`src/rtl/fnd_digit_scanner.sv`:
```
// Time-multiplexed N-digit 7-segment driver: steps one digit per divider edge,
// blanks between digits and snapshots BCD data once per frame.
module fnd_digit_scanner #(
  parameter int N_DIGIT        = 4,
  parameter int BLANK_CYCLES   = 2,
  parameter bit COM_ACTIVE_LOW = 1'b1,
  parameter bit SEG_ACTIVE_LOW = 1'b1
) (
  input  logic                 i_clk,
  input  logic                 i_reset_n,
  input  logic                 i_digit_clk,
  input  logic                 i_enable,
  input  logic                 i_lzb,
  input  logic [4*N_DIGIT-1:0] i_bcd,
  input  logic [N_DIGIT-1:0]   i_dp,
  output logic [N_DIGIT-1:0]   o_fnd_com,
  output logic [7:0]           o_fnd_font,
  output logic                 o_frame_tick
);

  localparam int IW = (N_DIGIT > 1) ? $clog2(N_DIGIT) : 1;
  localparam logic [IW-1:0] LAST_IDX = IW'(N_DIGIT - 1);

  typedef enum logic [1:0] {IDLE, BLANK, SHOW} state_t;

  // Reset asserts immediately but is released only on a clock edge.
  logic [1:0] rst_pipe;
  logic       rst_n;

  always_ff @(posedge i_clk or negedge i_reset_n) begin
    if (!i_reset_n) rst_pipe <= '0;
    else            rst_pipe <= {rst_pipe[0], 1'b1};
  end

  assign rst_n = rst_pipe[1];

  // Divider output is treated as data: synchronize, then detect rising edge.
  logic sync1, sync2, prev;
  logic adv;

  // NOTE: sequential state always uses non-blocking assignments so every
  // flop samples pre-edge values regardless of statement order.
  always_ff @(posedge i_clk or negedge rst_n) begin
    if (!rst_n) begin
      sync1 <= 1'b0;
      sync2 <= 1'b0;
      prev  <= 1'b0;
    end else begin
      sync1 <= i_digit_clk;
      sync2 <= sync1;
      prev  <= sync2;
    end
  end

  assign adv = sync2 & ~prev;

  state_t              state_q, state_d;
  logic [IW-1:0]       index_q, index_d;
  logic [7:0]          cnt_q, cnt_d;
  logic                take_snap;
  logic [4*N_DIGIT-1:0] snap_bcd;
  logic [N_DIGIT-1:0]  snap_dp;

  // NOTE: every variable gets a default first so no path leaves it unassigned
  // and no latch is inferred.
  always_comb begin
    state_d   = state_q;
    index_d   = index_q;
    cnt_d     = cnt_q;
    take_snap = 1'b0;
    unique case (state_q)
      IDLE, SHOW: begin
        if (adv) begin
          state_d   = BLANK;
          index_d   = (index_q == LAST_IDX) ? '0 : index_q + IW'(1);
          cnt_d     = 8'(BLANK_CYCLES - 1);
          take_snap = (index_d == '0);
        end
      end
      BLANK: begin
        // Advance requests landing here are intentionally dropped.
        if (cnt_q == 8'd0) state_d = SHOW;
        else               cnt_d   = cnt_q - 8'd1;
      end
      default: state_d = IDLE;
    endcase
  end

  always_ff @(posedge i_clk or negedge rst_n) begin
    if (!rst_n) begin
      state_q <= IDLE;
      index_q <= LAST_IDX;
      cnt_q   <= '0;
    end else begin
      state_q <= state_d;
      index_q <= index_d;
      cnt_q   <= cnt_d;
    end
  end

  // NOTE: the snapshot is a handful of flops, not a RAM, so it is reset to a
  // known value like any other state.
  always_ff @(posedge i_clk or negedge rst_n) begin
    if (!rst_n) begin
      snap_bcd <= '0;
      snap_dp  <= '0;
    end else if (take_snap) begin
      snap_bcd <= i_bcd;
      snap_dp  <= i_dp;
    end
  end

  function automatic logic [6:0] encode(input logic [3:0] bcd);
    unique case (bcd)
      4'd0:    encode = 7'h3F;
      4'd1:    encode = 7'h06;
      4'd2:    encode = 7'h5B;
      4'd3:    encode = 7'h4F;
      4'd4:    encode = 7'h66;
      4'd5:    encode = 7'h6D;
      4'd6:    encode = 7'h7D;
      4'd7:    encode = 7'h07;
      4'd8:    encode = 7'h7F;
      4'd9:    encode = 7'h6F;
      default: encode = 7'h40;
    endcase
  endfunction

  // lead_zero[k]: digit k and every digit above it are 0 with no dp set.
  logic [N_DIGIT-1:0] lead_zero;
  logic               run_zero;

  always_comb begin
    lead_zero = '0;
    run_zero  = 1'b1;
    for (int k = N_DIGIT - 1; k >= 0; k--) begin
      run_zero     = run_zero & (snap_bcd[4*k +: 4] == 4'd0) & ~snap_dp[k];
      lead_zero[k] = run_zero;
    end
  end

  logic [3:0]         sel_bcd;
  logic               sel_dp;
  logic               lz_blank;
  logic               show;
  logic [N_DIGIT-1:0] com_act;
  logic [7:0]         font_act;

  always_comb begin
    sel_bcd  = snap_bcd[{index_q, 2'b00} +: 4];
    sel_dp   = snap_dp[index_q];
    lz_blank = i_lzb && (index_q != '0) && lead_zero[index_q];
    show     = (state_d == SHOW) && i_enable;
    com_act  = show ? (N_DIGIT'(1) << index_q) : '0;
    font_act = (show && !lz_blank) ? {sel_dp, encode(sel_bcd)} : 8'h00;
  end

  // Outputs are registered from next-state values; polarity is applied last.
  always_ff @(posedge i_clk or negedge rst_n) begin
    if (!rst_n) begin
      o_fnd_com    <= {N_DIGIT{COM_ACTIVE_LOW}};
      o_fnd_font   <= {8{SEG_ACTIVE_LOW}};
      o_frame_tick <= 1'b0;
    end else begin
      o_fnd_com    <= com_act ^ {N_DIGIT{COM_ACTIVE_LOW}};
      o_fnd_font   <= font_act ^ {8{SEG_ACTIVE_LOW}};
      o_frame_tick <= take_snap;
    end
  end

endmodule

```
`config.mk`:
```
export PLATFORM = sky130hd
export DESIGN_NAME = fnd_digit_scanner
export DESIGN_NICKNAME = d
export VERILOG_FILES = /design/src/rtl/fnd_digit_scanner.sv
export SDC_FILE = /design/constraint.sdc
export NUM_CORES = 1
export LEC_CHECK = 0
export BUFFER_PORTS_ARGS = -buffer_cell sky130_fd_sc_hd__buf_2
export CORE_MARGIN = 1
export CORE_UTILIZATION = 40
export DETAILED_ROUTE_END_ITERATION = 10
export MAX_ROUTING_LAYER = met4
export PLACE_DENSITY_LB_ADDON = 0.25
export SLEW_MARGIN = 10
export SYNTH_ARGS = -nofsm -noshare
export SYNTH_HDL_FRONTEND = slang
export SYNTH_SLANG_ARGS = --single-unit
export TNS_END_PERCENT = 30
```
`constraint.sdc`:
```
create_clock -name i_clk -period 1.6 [get_ports i_clk]
set_input_delay 0.32 -clock i_clk [delete_from_list [all_inputs] [get_ports i_clk]]
set_output_delay 0.32 -clock i_clk [all_outputs]
set_load 0.02 [all_outputs]
```
==> flow_metrics.env, run 1 <==
export IMPL_synthTopCellsByArea="dfrtp_1 40%, dfstp_2 16%, mux2_2 10%, ha_1 5.0%, mux4_2 5.0%"
export IMPL_die_y_um=77.16
export IMPL_cp_end_kind="flip-flop"
export IMPL_io_pins=38
export IMPL_cts_sinks=50
export IMPL_rows=27
export IMPL_period_needed_ns=1.911
export IMPL_grt_max_degree=43
export IMPL_critical_path_buf_inv_count=0
export IMPL_worst_path_max_delay_cell="or4_4"
export IMPL_grt_overflow=0
export IMPL_synth_edf_count=0
export IMPL_diodes=0
export IMPL_yosys_register_bits=50
export IMPL_firstDrtPassIters=4
export IMPL_syn_num_nets=210
export IMPL_fin_area_um2=2995
export IMPL_cts_tree="yes"
export IMPL_synth_top_cell_area_share_pct=39.87
export IMPL_leakagePower_nw=1.361
export IMPL_setup_viol=40
export IMPL_yosysTopAreaCell="dfrtp_1"
export IMPL_syn_to_final_growth_pct=32.56
export IMPL_num_vias=1559
export IMPL_cts_buffers_inserted=5
export IMPL_synthArstFlopShare_pct=100.0
export IMPL_cts_clk_slew_worst_paths_ns=0.09
export IMPL_synthCells=176
export IMPL_drv_slew=0
export IMPL_post_route_util_pct=54.73
export IMPL_synth_flop_cell="dfrtp_1"
export IMPL_setup_tns_final_ns=-7.923
export IMPL_grt_pass1_wl_um=6927
export IMPL_outcome="finished, violations left"
export IMPL_critPathMaxFanout=8
export IMPL_setup_ws_ns=-0.3113
export IMPL_peakVddDrop_mv=0.6855
export IMPL_htreeDepth=2
export IMPL_die_x_um=77.16
export IMPL_ys_warn_count=0
export IMPL_hpwlAfterDp_um=3061
export IMPL_cts_path_max_buffers=2
export IMPL_post_drt_wl_per_cell_um=12.52
export IMPL_grt_pass1_vias=1549
export IMPL_wirelength_um=4094
export IMPL_clock_skew_ns=0.008534
export IMPL_maxClockFrequency_ghz=0.5232
export IMPL_yosysUniqueCellTypes=38
export IMPL_path_cells="or4_4, or3_4, a21boi_4, o21a_4, o211ai_1"
export IMPL_synth_area_um2=2260
export IMPL_maxCapViolCount=0
export IMPL_crit_required_ns=1.82
export IMPL_die_area_um2=5954
export IMPL_synth_most_common_cell="dfrtp_1"
export IMPL_violations="setup timing"
export IMPL_grtUsageTotal_pct=15.22
export IMPL_nets=288
export IMPL_numPlacedInstances=312
export IMPL_fin_crit_sh_pct=119.5
export IMPL_clk_latency_ns=0.30
export IMPL_finalHoldViolations=0
export IMPL_syn_area_per_cell_um2=12.84
export IMPL_ys_seq_area_share_pct=56.15
export IMPL_root_buffer="clkbuf_8"
export IMPL_drtAntennaViolNets=0
export IMPL_rsz0062_at_grt="true"
export IMPL_start_kind="flip-flop"
export IMPL_crit_family="simple AND/OR/NAND/NOR gates"
export IMPL_place_area_um2=2786
export IMPL_antenna_found_initial=0
export IMPL_fin_cells=327
export IMPL_io_buffer_count=37
export IMPL_r2r_slack_ns=-0.31
export IMPL_power_density_nw_per_um2=1732
export IMPL_setup_worst_path_class="reg2reg"
export IMPL_gp_congestion=0.7421
export IMPL_min_path_type="reg2async"
export IMPL_core_area_um2=5473
export IMPL_via_per_inst=4.768
export IMPL_critPathMaxStageDelay_ns=0.54
export IMPL_synth_common_cells="36 x dfrtp_1, 20 x mux2_2, 15 x nor2_1"
export IMPL_drc=0
export IMPL_drive_gt1_share_pct=56.47
export IMPL_cp_arrival_ns=2.13
export IMPL_initial_utilization_pct=41.29
export IMPL_drt_iter0_markers=71
export IMPL_holdWs_ns=0.09390
-- flip-flops by register name, summed over array words and instances (netlist names) --
| register | flops |
|---|---|
| o_fnd_font | 8 |
| snap_dp | 4 |
| rst_pipe | 2 |
| snap_bcd | 16 |
| sync2 | 1 |
| cnt_q | 8 |
| o_fnd_com | 4 |
| index_q | 2 |
| state_q | 2 |
| prev | 1 |
| o_frame_tick | 1 |
| sync1 | 1 |
-- metrics by stage --
stage | power, mW | worst slack, ns
4_1_cts | 5.022 | -0.3008
5_1_grt | 5.599 | -0.3974
6_report | 5.189 | -0.3113
3_5_place_dp | 4.214 | -0.3529
3_3_place_gp | 4.189 | -0.3068
2_1_floorplan | 3.365 | -0.2684
-- repair_timing --
item                                    CTS  global route
hold buffers                              1             0
pin swaps                                 3             4
setup buffers                             1             5
endpoints found under the hold margin     2             0
endpoints found under the setup margin   41            41
resized for setup                         6            11
-- placed cells by master (no fill, tap or decap), types with 3 or more instances in the layout --
cell type and n:
nor4_1 3, ha_1 7, o21ai_1 4, dfrtp_1 35, nor2_1 15, o21ai_0 5, xnor2_1 5, inv_1 6
clkbuf_8 5, nand2_1 11, buf_2 37, buf_6 3, mux2_2 19, buf_4 35, dfstp_2 14, inv_2 5
mux4_2 5
-- routing by layer --
metal  GRT usage [%]  part of all wire [%]  up-vias
li1                -                     -      765
met1           20.37                    49      756
met2           23.01                    46       33
met3           3.571                   3.5        5
met4           4.528                   1.1        0
met5               -                     0        -
-- final timing paths --
path                                   from            end  depth (start not counted)
worst max-delay path               cnt_q[4]  o_fnd_font[3]                          5
worst min-delay path            rst_pipe[1]     snap_dp[2]                          0
worst max register to register     cnt_q[4]  o_fnd_font[3]                          5
worst min register to register  rst_pipe[1]     snap_dp[2]                          0
max in group asynchronous       rst_pipe[1]  o_fnd_font[3]                          1
min in group i_clk              i_digit_clk          sync1                          1
-- area by class of cell --
cell class | instances | area [µm²]
fillers | 501 | 2477
flip-flops and latches | 50 | 1270
multi-input cells | 108 | 972.2
repair buffers | 78 | 531.8
well taps | 72 | 90.09
clock buffers | 5 | 68.82
inverters | 11 | 41.29
clock inverters | 3 | 21.27
-- cells by family (layout without fill, tap and decap cells) --
logic type,count (synthesis),count (layout),share of synthesized area (%)
compound gates,20,20,6.368
xor+xnor,5,5,1.938
fa+ha+maj,9,9,4.983
buf+inv,18,97,3.820
flops,50,50,56.15
mux,27,27,15.84
other cells,1,1,0.1660
simple gates,46,46,10.74
-- power by group --
part	switching [mW]	internal (mW)
clock	0.422	0.308
combinational	1.13	1.43
sequential	0.240	1.66
total	1.80	3.39
Note: power is estimated with default switching activity, not from simulation.
==> run 2, diff against run 1 <==
--- a/config.mk
+++ b/config.mk
@@ -6,11 +6,15 @@
 export NUM_CORES = 1
 export LEC_CHECK = 0
 export BUFFER_PORTS_ARGS = -buffer_cell sky130_fd_sc_hd__buf_2
+export CELL_PAD_IN_SITES_DETAIL_PLACEMENT = 0
+export CELL_PAD_IN_SITES_GLOBAL_PLACEMENT = 2
+export CORE_ASPECT_RATIO = 1.25
 export CORE_MARGIN = 1
-export CORE_UTILIZATION = 40
+export CORE_UTILIZATION = 37
 export DETAILED_ROUTE_END_ITERATION = 10
 export MAX_ROUTING_LAYER = met4
 export PLACE_DENSITY_LB_ADDON = 0.25
+export REMOVE_ABC_BUFFERS = 1
 export SLEW_MARGIN = 10
 export SYNTH_ARGS = -nofsm -noshare
 export SYNTH_HDL_FRONTEND = slang
==> flow_metrics.env, run 2 (synthesis results as in run 1) <==
export IMPL_drtAntennaViolNets=0
export IMPL_fin_crit_sh_pct=117.9
export IMPL_grtUsageTotal_pct=16.79
export IMPL_clk_latency_ns=0.29
export IMPL_initial_utilization_pct=38.58
export IMPL_crit_path_frequent_cell="inv_2"
export IMPL_drive_gt1_share_pct=60.47
export IMPL_path_cells="mux4_2, inv_2, ha_2, inv_2, o311ai_4"
export IMPL_grt_pass1_vias=1708
export IMPL_htreeDepth=2
export IMPL_outcome="finished, violations left"
export IMPL_rows=31
export IMPL_finalHoldViolations=0
export IMPL_critical_path_buf_inv_count=2
export IMPL_drt_iter0_markers=63
export IMPL_cts_path_max_buffers=2
export IMPL_firstDrtPassIters=4
export IMPL_core_area_um2=5857
export IMPL_cts_tree="yes"
export IMPL_root_buffer="clkbuf_8"
export IMPL_antenna_found_initial=0
export IMPL_cts_clk_slew_worst_paths_ns=0.08
export IMPL_numPlacedInstances=324
export IMPL_drc=0
export IMPL_clock_skew_ns=0.005447
export IMPL_nets=291
export IMPL_mostFrequentLayoutCell="buf_2"
export IMPL_die_area_um2=6426
export IMPL_cp_arrival_ns=2.09
export IMPL_reg_top3="snap_bcd (16), cnt_q (8), o_fnd_font (8)"
export IMPL_setup_worst_path_class="reg2reg"
export IMPL_cp_end_kind="flip-flop"
export IMPL_via_per_inst=4.732
export IMPL_setup_ws_ns=-0.2863
export IMPL_crit_family="flip-flops"
export IMPL_period_needed_ns=1.886
export IMPL_num_vias=1609
export IMPL_setup_viol=40
export IMPL_largest_reg_flops=16
export IMPL_crit_required_ns=1.80
export IMPL_start_kind="flip-flop"
export IMPL_violations="setup timing"
export IMPL_min_path_type="in2reg"
export IMPL_diodes=0
export IMPL_syn_to_final_growth_pct=38.70
export IMPL_top_register="snap_bcd"
export IMPL_grt_pass1_wl_um=7845
export IMPL_die_y_um=89.38
export IMPL_drv_slew=0
export IMPL_fin_cells=340
export IMPL_cts_sinks=50
export IMPL_io_pins=38
export IMPL_hpwlAfterDp_um=3600
export IMPL_maxCapViolCount=0
export IMPL_wirelength_um=4749
export IMPL_rsz0062_at_grt="true"
export IMPL_layout_common_cells="37 x buf_2, 35 x dfrtp_1, 33 x buf_4"
export IMPL_leakagePower_nw=1.393
export IMPL_peakVddDrop_mv=0.7752
export IMPL_io_buffer_count=37
export IMPL_power_mw=5.625
export IMPL_holdWs_ns=0.1439
export IMPL_maxClockFrequency_ghz=0.5301
export IMPL_post_drt_wl_per_cell_um=13.97
export IMPL_gp_congestion=0.8095
export IMPL_worst_path_max_delay_cell="dfstp_2"
export IMPL_post_route_util_pct=53.51
export IMPL_power_density_nw_per_um2=1795
export IMPL_critPathMaxFanout=6
export IMPL_grt_overflow=0
export IMPL_cts_buffers_inserted=5
export IMPL_die_x_um=71.90
export IMPL_critPathMaxStageDelay_ns=0.62
export IMPL_grt_max_degree=32
run 2: changes by cell type in the layout (fill, tap and decap cells not counted), moves of 2 or more:
| cell | previous run | this run |
|---|---|---|
| buf_4 | 35 | 33 |
| buf_6 | 3 | 7 |
| clkbuf_1 | 0 | 2 |
| ha_1 | 7 | 4 |
| ha_4 | 2 | 4 |
| inv_1 | 6 | 4 |
| inv_4 | 0 | 2 |
| o21ai_2 | 0 | 2 |
run 2: what timing repair did:
| item | CTS | global route |
|---|---|---|
| hold endpoints to repair | 2 | 0 |
| pin swaps | 6 | 10 |
| hold buffers | 1 | 0 |
| buffers inserted | 5 | 2 |
| setup endpoints to repair | 42 | 41 |
| gates resized for setup | 24 | 22 |
run 2: power breakdown:
| part | switching [mW] | internal, mW | leakage, nW | total, mW |
|---|---|---|---|---|
| registers | 0.261 | 1.66 | 0.605 | 1.92 |
| clock network | 0.369 | 0.353 | 0.0455 | 0.722 |
| logic | 1.35 | 1.64 | 0.742 | 2.99 |
| total | 1.98 | 3.65 | 1.39 | 5.63 |
run 2: routing by layer:
metal | GRT usage [%] | share of wire (%)
met5 | - | 0
met3 | 3.720 | 3.4
met4 | 7.308 | 1.7
met2 | 30.10 | 55
met1 | 17.79 | 40
run 2: final cells by class:
class	instances	area, µm²
fill	526	2723
sequential	50	1270
multi-input combinational	108	1044
timing repair buffer	81	581.8
tap	82	102.6
clock buffer	8	90.09
inverter	11	46.29
run 2: path summary, 6_finish.rpt:
path | startpoint | end | slack [ns] | depth (start not counted)
worst min register to register | rst_pipe[1] | prev | 0.21 | 0
min in group asynchronous | rst_pipe[1] | prev | 0.21 | 0
worst max-delay path | index_q[0] | o_fnd_font[2] | -0.29 | 5
max in group asynchronous | rst_pipe[1] | index_q[0] | 0.82 | 1
worst max register to register | index_q[0] | o_fnd_font[2] | -0.29 | 5
worst min-delay path | i_digit_clk | sync1 | 0.14 | 1
run 2: worst register-to-register path, cell delays in order, from the launching register on:
cell and delay [ns]:
dfstp_2 0.62, mux4_2 0.57, inv_2 0.11, ha_2 0.18
inv_2 0.05, o311ai_4 0.27
run 2: stage by stage:
step	setup TNS [ns]	area, µm²	setup slack (ns)
floorplan	-17.71	2215	-0.5521
global placement	-8.746	2799	-0.3911
detailed placement	-10.32	2799	-0.4733
global route	-8.927	3134	-0.3490
finish	-5.908	3134	-0.2863
CTS	-6.552	3015	-0.2944
